**config.mk**
```make
export PLATFORM = sky130hd
export DESIGN_NAME = border_discovery_ctrl
export DESIGN_NICKNAME = d
export VERILOG_FILES = /design/src/rtl/border_discovery_ctrl.sv
export SDC_FILE = /design/constraint.sdc
export NUM_CORES = 1
export LEC_CHECK = 0
export ABC_AREA = 1
export CAP_MARGIN = 0
export CORE_AREA = 2 2 126 128
export CTS_BUF_LIST = sky130_fd_sc_hd__clkbuf_8
export DETAILED_ROUTE_END_ITERATION = 16
export DIE_AREA = 0 0 128 130
export PLACE_DENSITY_LB_ADDON = 0.08
export SLEW_MARGIN = 10
export SYNTH_ARGS = -nofsm -noshare
export SYNTH_HDL_FRONTEND = slang
export SYNTH_SLANG_ARGS = --single-unit
```
**constraint.sdc**
```tcl
create_clock -name clk -period 2.2 [get_ports clk]
set_input_delay 0.44 -clock clk [delete_from_list [all_inputs] [get_ports clk]]
set_output_delay 0.44 -clock clk [all_outputs]
set_load 0.03 [all_outputs]
```
**src/rtl/border_discovery_ctrl.sv**
```systemverilog
// border_discovery_ctrl
// ---------------------
// This is the per-router sequencer for the mesh border-discovery phase.
// It steps through IDLE, ANNOUNCE, COLLECT and then DONE or ERROR, and it
// presents the current phase code to the border checker on 'state'.
//
// During ANNOUNCE the node sends its own coordinates once to every
// neighbour that exists, using a valid/ready handshake for each direction.
// During COLLECT it accepts incoming announce flits one per cycle, using a
// fixed N > E > S > W priority, and forwards the granted flit to the checker.
//
// Ports:
//   clk, reset           clock; synchronous active-low reset
//   start, clear         start discovery (IDLE only) / return to IDLE
//                        (DONE/ERROR only)
//   my_x, my_y           node coordinates
//   get_border           completion flag from the border checker
//   {n,e,s,w}_out_valid  announce flit valid, one per direction
//   {n,e,s,w}_out_ready  neighbour accepts the announce flit
//   ann_flit             announce flit, shared by all directions
//   {n,e,s,w}_in_valid   incoming flit valid
//   {n,e,s,w}_in_data    incoming flit data
//   {n,e,s,w}_in_ready   incoming flit accepted this cycle (at most one)
//   chk_{n,e,s,w}        checker inputs; only the granted one is nonzero
//   state                phase code: 000 idle, 001 announce, 100 collect,
//                        010 done, 011 error
//   rx_count             number of accepted flits, saturating at 31
//   done, error          registered completion / timeout flags

`ifndef T_D_WIDTH
`define T_D_WIDTH 32
`endif

module border_discovery_ctrl #(
   parameter int WIDTHX  = 6,
   parameter int WIDTHY  = 6,
   parameter int TIMEOUT = 1023,
   parameter int EXPECT  = (WIDTHX + WIDTHY) * 2 - 4
) (
   input  logic                    clk,
   input  logic                    reset,
   input  logic                    start,
   input  logic                    clear,
   input  logic [2:0]              my_x,
   input  logic [2:0]              my_y,
   input  logic                    get_border,
   output logic                    n_out_valid,
   output logic                    e_out_valid,
   output logic                    s_out_valid,
   output logic                    w_out_valid,
   input  logic                    n_out_ready,
   input  logic                    e_out_ready,
   input  logic                    s_out_ready,
   input  logic                    w_out_ready,
   output logic [`T_D_WIDTH-1:0]   ann_flit,
   input  logic                    n_in_valid,
   input  logic                    e_in_valid,
   input  logic                    s_in_valid,
   input  logic                    w_in_valid,
   input  logic [`T_D_WIDTH-1:0]   n_in_data,
   input  logic [`T_D_WIDTH-1:0]   e_in_data,
   input  logic [`T_D_WIDTH-1:0]   s_in_data,
   input  logic [`T_D_WIDTH-1:0]   w_in_data,
   output logic                    n_in_ready,
   output logic                    e_in_ready,
   output logic                    s_in_ready,
   output logic                    w_in_ready,
   output logic [`T_D_WIDTH-1:0]   chk_n,
   output logic [`T_D_WIDTH-1:0]   chk_e,
   output logic [`T_D_WIDTH-1:0]   chk_s,
   output logic [`T_D_WIDTH-1:0]   chk_w,
   output logic [2:0]              state,
   output logic [4:0]              rx_count,
   output logic                    done,
   output logic                    error
);

   localparam logic [2:0] S_IDLE     = 3'b000;
   localparam logic [2:0] S_ANNOUNCE = 3'b001;
   localparam logic [2:0] S_COLLECT  = 3'b100;
   localparam logic [2:0] S_DONE     = 3'b010;
   localparam logic [2:0] S_ERROR    = 3'b011;

   localparam logic [2:0] MAX_X     = 3'(WIDTHX - 1);
   localparam logic [2:0] MAX_Y     = 3'(WIDTHY - 1);
   localparam logic [4:0] EXPECT_C  = 5'(EXPECT);
   localparam logic [9:0] TIMEOUT_C = 10'(TIMEOUT);

   // Direction vectors use bit 0 for N, bit 1 for E, bit 2 for S and bit 3 for W.
   logic [3:0] exists;
   logic [3:0] pending;
   logic [3:0] out_ready;
   logic [3:0] grant;
   logic [9:0] timer;
   logic [2:0] state_nxt;
   logic       done_cond;

   assign exists    = {(my_x != 3'd0), (my_y < MAX_Y), (my_x < MAX_X), (my_y != 3'd0)};
   assign out_ready = {w_out_ready, s_out_ready, e_out_ready, n_out_ready};

   // pending is only ever nonzero in ANNOUNCE, so it can drive the valids directly.
   // A pending bit clears only on a completed handshake, so a valid is never
   // withdrawn before its ready arrives.
   assign n_out_valid = pending[0];
   assign e_out_valid = pending[1];
   assign s_out_valid = pending[2];
   assign w_out_valid = pending[3];

   // Bit 13 is a marker bit, so that node (0,0) still produces a nonzero flit.
   always_comb begin
      ann_flit        = '0;
      ann_flit[25:13] = {my_x, my_y, my_x, my_y, 1'b1};
   end

   // Fixed-priority grant N > E > S > W. It is only active in COLLECT.
   always_comb begin
      grant = 4'b0000;
      if (state == S_COLLECT) begin
         if (n_in_valid)      grant[0] = 1'b1;
         else if (e_in_valid) grant[1] = 1'b1;
         else if (s_in_valid) grant[2] = 1'b1;
         else if (w_in_valid) grant[3] = 1'b1;
      end
   end

   assign n_in_ready = grant[0];
   assign e_in_ready = grant[1];
   assign s_in_ready = grant[2];
   assign w_in_ready = grant[3];

   assign chk_n = grant[0] ? n_in_data : '0;
   assign chk_e = grant[1] ? e_in_data : '0;
   assign chk_s = grant[2] ? s_in_data : '0;
   assign chk_w = grant[3] ? w_in_data : '0;

   // The completion test uses the registered count. If the timeout falls in
   // the same cycle, completion takes precedence over the timeout.
   assign done_cond = get_border || (rx_count >= EXPECT_C);

   always_comb begin
      state_nxt = state;
      case (state)
         S_IDLE:     if (start) state_nxt = S_ANNOUNCE;
         S_ANNOUNCE: if (pending == 4'b0000) state_nxt = S_COLLECT;
         S_COLLECT: begin
            if (done_cond)               state_nxt = S_DONE;
            else if (timer == TIMEOUT_C) state_nxt = S_ERROR;
         end
         S_DONE, S_ERROR: if (clear) state_nxt = S_IDLE;
         default:    state_nxt = S_IDLE;
      endcase
   end

   always_ff @(posedge clk) begin
      if (!reset) begin
         state    <= S_IDLE;
         pending  <= 4'b0000;
         rx_count <= 5'd0;
         timer    <= 10'd0;
         done     <= 1'b0;
         error    <= 1'b0;
      end else begin
         state <= state_nxt;
         done  <= (state_nxt == S_DONE);
         error <= (state_nxt == S_ERROR);
         case (state)
            S_IDLE: begin
               if (start) begin
                  pending  <= exists;
                  rx_count <= 5'd0;
                  timer    <= 10'd0;
               end
            end
            S_ANNOUNCE: pending <= pending & ~out_ready;
            S_COLLECT: begin
               if ((grant != 4'b0000) && (rx_count != 5'd31)) rx_count <= rx_count + 5'd1;
               if (timer != TIMEOUT_C) timer <= timer + 10'd1;
            end
            S_DONE, S_ERROR: begin
               if (clear) begin
                  rx_count <= 5'd0;
                  timer    <= 10'd0;
               end
            end
            default: pending <= 4'b0000;
         endcase
      end
   end

endmodule

```
# Word level (Yosys, flattened, before mapping)
# Cells that the tools add are included.
dict set report op_classes {
  bitwise_logic 3
  n_eq_ne 13
  n_mux 28
  add_sub_neg 2
  reduce_logical 13
  n_lt_le_gt_ge 3
}
# operator n
set op_table {}
lappend op_table {{$mux W32} 4}
lappend op_table {{$mux W10} 3}
lappend op_table {{$pmux W10 S3} 1}
lappend op_table {{$mux W3} 6}
lappend op_table {{$mux W5} 3}
lappend op_table {{$pmux W5 S3} 1}
lappend op_table {{$eq A3 B2 Y1 const B} 4}
lappend op_table {{$pmux W3 S4} 1}
lappend op_table {{$pmux W4 S3} 1}
lappend op_table {{$add A10 B1 Y10 const B} 1}
lappend op_table {{$eq A10 B10 Y1 const B} 1}
lappend op_table {{$ne A10 B10 Y1 const B} 1}
lappend op_table {{$reduce_bool A3 Y1} 3}
lappend op_table {{$mux W4} 2}
lappend op_table {{$reduce_and A4 Y1} 2}
lappend op_table {{$lt A3 B3 Y1 const B} 2}
lappend op_table {{$add A5 B1 Y5 const B} 1}
lappend op_table {{$ge A5 B5 Y1 const B} 1}
lappend op_table {{$mux W1} 5}
lappend op_table {{$ne A5 B5 Y1 const B} 1}
lappend op_table {{$and A4 B4 Y4} 1}
lappend op_table {{$logic_not A4 Y1} 1}
lappend op_table {{$ne A2 B1 Y1 const B} 2}
lappend op_table {{$ne A2 B2 Y1 const B} 2}
lappend op_table {{12 further kinds} 12}
dict set report totals {
  ff_bits 24
  out_inout_bits 178
  in_bits 147
}

# Longest topological paths before layout
dict set report logic_depth {
  ltp_word 9
  mapped_depth 10
}

# Least setup slack after synthesis
# OpenSTA, ideal clock, no wires.
dict set report synth_path {
  path_type {register -> output}
  from {register state[0]}
  to {output chk_n[10]}
  required_ns 1.760
  path_stages_with_launch 8
  n_path_buf 2
  arrival_time_ns 1.698
  setup_slack_ns 0.062
  cell_sequence {dfxtp_1 nor2_2 nand2_2 buf_6 nor2_4 inv_2 buf_6 nor2_1}
}
dict set report synth_between {
  elab_chain_cells 3
}
# item line_no
set synth_rtl {}
lappend synth_rtl {{start: declaration} 72} ;# output logic [2:0] state,
lappend synth_rtl {{start signal: assignment} 163} ;# state <= state_nxt;
lappend synth_rtl {{$eq A3 B3 Y1} 118} ;# if (state == S_COLLECT) begin
lappend synth_rtl {{$mux W4} 118}
lappend synth_rtl {{net n_in_ready} 64} ;# output logic n_in_ready,
lappend synth_rtl {{$mux W32} 131} ;# assign chk_n = grant[0] ? n_in_data : '0;
lappend synth_rtl {{end: declaration} 68} ;# output logic [`T_D_WIDTH-1:0] chk_n,
# The timed path passes the listed nets, and every way through them passes these cells.

# Worst setup path after layout
dict set report layout_path {
  from {input my_y[2]}
  to {output ann_flit[16]}
}
# item line_no
set layout_rtl {}
lappend layout_rtl {{start: declaration} 45} ;# input logic [2:0] my_y,
lappend layout_rtl {{end: declaration} 55} ;# output logic [`T_D_WIDTH-1:0] ann_flit,
# No word-level cell between the ends.

==> flow_metrics.tcl <==
set metrics [dict create \
    status "completed" \
    finalCritPeriodShare_pct 95.4 \
    fmax_mhz 477 \
    path_delay_family "buffers and inverters" \
    start_util_pct 18.1 \
    r2r-start "state[0]" \
    clockRootBuffer "clkbuf_8" \
    dp_hpwl_um 10900 \
    io_buffers 304 \
    layout-drive-gt1-share_pct 21.0 \
    postSynthCellCount 534 \
    crit_path_end "ann_flit[16]" \
    clockBufferDepth 2 \
    num-nets-final 976 \
    grt_pass1_vias 3416 \
    ir_drop_mv 0.216 \
    wl_per_cell_um 12.3 \
    cp_data_arrival_time_ns 1.66 \
    hold_violations 0 \
    cts_tree "built" \
    crit_type "in -> out" \
    num_rows 46 \
    grt_max_degree 34 \
    critPathBufInv 2 \
    core_area_um2 15400 \
    htreeDepth 1 \
    area_growth_pct 105 \
    cpMostUsedCell "clkdlybuf4s50_1" \
    seq_area_frac_synth_pct 17.2 \
    cts_sinks 24 \
    num_io_pins 325 \
    grt_overflow 0 \
    hold_path_class "reg -> reg" \
    dp.cells 1009 \
    cpPeakStageDelay_ns 0.69 \
    crit_start "my_y[2]" \
    first_pass_iters 4 \
    clk_pin_slew_ns 0.08 \
    gp_congestion 0.763 \
    final_common_cell "clkdlybuf4s50_1" \
    num_antenna_cells 0 \
    die_area_um2 16600 \
    syn_area_um2 2800 \
    start_kind "primary input" \
    track_usage_pct 13.5 \
    finClkSkew_ns 0.00343 \
    postRouteAntennaNets 0 \
    r2r_cells 10 \
    rsz0062_at_grt "no" \
    vias 3790 \
    worstSkewPairLatency_ns 0.26 \
    power_density_nw_per_um2 284 \
    rrSetupSlack_ns 0.61 \
    wl_um 12500 \
    die_x_um 128 \
    die_h_um 130 \
    cap_violations 0 \
    synth.distinct_cells 32 \
    slowest_stage "clkdlybuf4s50_1" \
    drv_slew 0 \
    worstReg2RegEnd "timer[3]" \
    setup_viol 0 \
    drcViolationCount 0 \
    numCtsBuffers 3 \
    cp_cell_sequence "clkdlybuf4s50_1 > clkdlybuf4s50_1" \
    leakage_nw 3.21 \
    worstPathMaxFanout 4 \
    final_cell_mix "170 x clkdlybuf4s50_1, 168 x nor2_1, 156 x inv_1" \
    cp.required_ns 1.76 \
    holdWs_ns 0.502 \
    syn_avg_cell_area_um2 5.24 \
    min_period_ns 2.10 \
    avgViaCountPerCell 3.73 \
    crit_cells 2 \
    grt_pass1_wl_um 17800 \
    drt_iter0_drc 89 \
    layout.cells.non_filler 1015 \
    ys_ff_latch 24 \
    yosysWarnings 0 \
    cp-end-kind "output port" \
    antenna_found_initial 0 \
]
[how the worst min path moves through the flow]
| stage | endpoint | cells after the start | start |
|---|---|---|---|
| floorplan | timer[2] | 2 | timer[2] |
| CTS | pending[3] | 2 | pending[3] |
| detailed placement | pending[3] | 2 | pending[3] |
| global route | pending[3] | 2 | pending[3] |
| finish | pending[3] | 2 | pending[3] |
| global placement | pending[2] | 2 | pending[2] |
[flip-flops by register name, summed over array words and instances (netlist names)]
register and count:
pending 4, state 3, timer 10, rx_count 5
error 1, done 1
[per-stage QoR]
step	area [µm²]	TNS, ns	setup WS (ns)	total power [W]	utilization, %
after global routing	5730	0	0.00183	0.00174	37.2
after global placement	5620	-3.29	-0.0946	0.00137	36.4
after detailed placement	5620	-3.46	-0.136	0.00137	36.4
after floorplan	2870	0	0.0622	0.000974	-
after CTS	5710	0	0.0131	0.00165	37.0
final	5730	0	0.101	0.00163	37.2
[where the power goes]
part           internal (W)  switching (W)  leakage (nW)
sequential         0.000466      0.0000341         0.196
clock              0.000122       0.000138        0.0216
combinational      0.000422       0.000444          2.99
total               0.00101       0.000616          3.21
[routing by layer]
layer  GRT usage [%]  wire [µm]  vias up
met1            15.1       4780     1629
met3            2.13        745        6
met5               0          0        -
met4            2.65        110        0
met2            26.7       6820      132
li1                -          -     2023
[what timing repair did]
item	in CTS	in global routing
pin swaps	1	0
hold endpoints to repair	0	0
hold buffers	0	0
setup endpoints to repair	66	86
buffers inserted	1	1
gates cloned	1	0
gates resized for setup	5	6
[area by class of cell]
class                   instances  area [µm²]
clock buffers                   3        41.3
fillers                      1708        9690
inverters                     161         614
multi-input cells             319        1440
flip-flops and latches         24         482
well taps                     192         240
repair buffers                316        2910
[worst reg2reg max path, cell delays in order, from the launching register on]
cell and delay (ns):
dfxtp_1 0.33, nor2_2 0.17, nand2_4 0.10, clkinv_4 0.09
buf_4 0.14, buf_4 0.18, nand3_4 0.12, nand2_4 0.15
inv_4 0.07, nand2_1 0.06, a21oi_1 0.05
[cells by family after synthesis]
group	Yosys count	share of synthesized area, %
simple gates	262	39.6
other cells	2	0.268
fa+ha+maj	4	1.79
buf+inv	209	34.4
flops	24	17.2
compound gates	31	6.13
xor+xnor	2	0.626
[cells in the mapped netlist]
cell type,instances,area [µm²]
nor2_4,2,22.5
nand2_4,1,11.3
inv_2,3,11.3
dfxtp_1,24,480
or2_2,3,18.8
nand3_4,1,17.5
a21oi_4,1,16.3
nor2_2,1,6.26
buf_4,33,248
nand3b_1,1,7.51
nand2_2,6,37.5
a21oi_1,15,75.1
xnor2_1,1,8.76
buf_2,9,45.0
nor3_1,6,30.0
inv_1,156,586
nor2_1,169,634
clkbuf_1,1,3.75
o21ai_0,8,40.0
conb_1,2,7.51
buf_6,5,56.3
nand2_1,49,184
o21ai_1,5,25.0
nand3_1,18,90.1
xor2_1,1,8.76
nand4_2,1,12.5
o21bai_1,1,7.51
ha_1,4,50.1
nand4_1,1,6.26
inv_4,2,12.5
nand3_2,3,30.0
o211ai_1,1,7.51
Power figures use the tool's default switching activity.
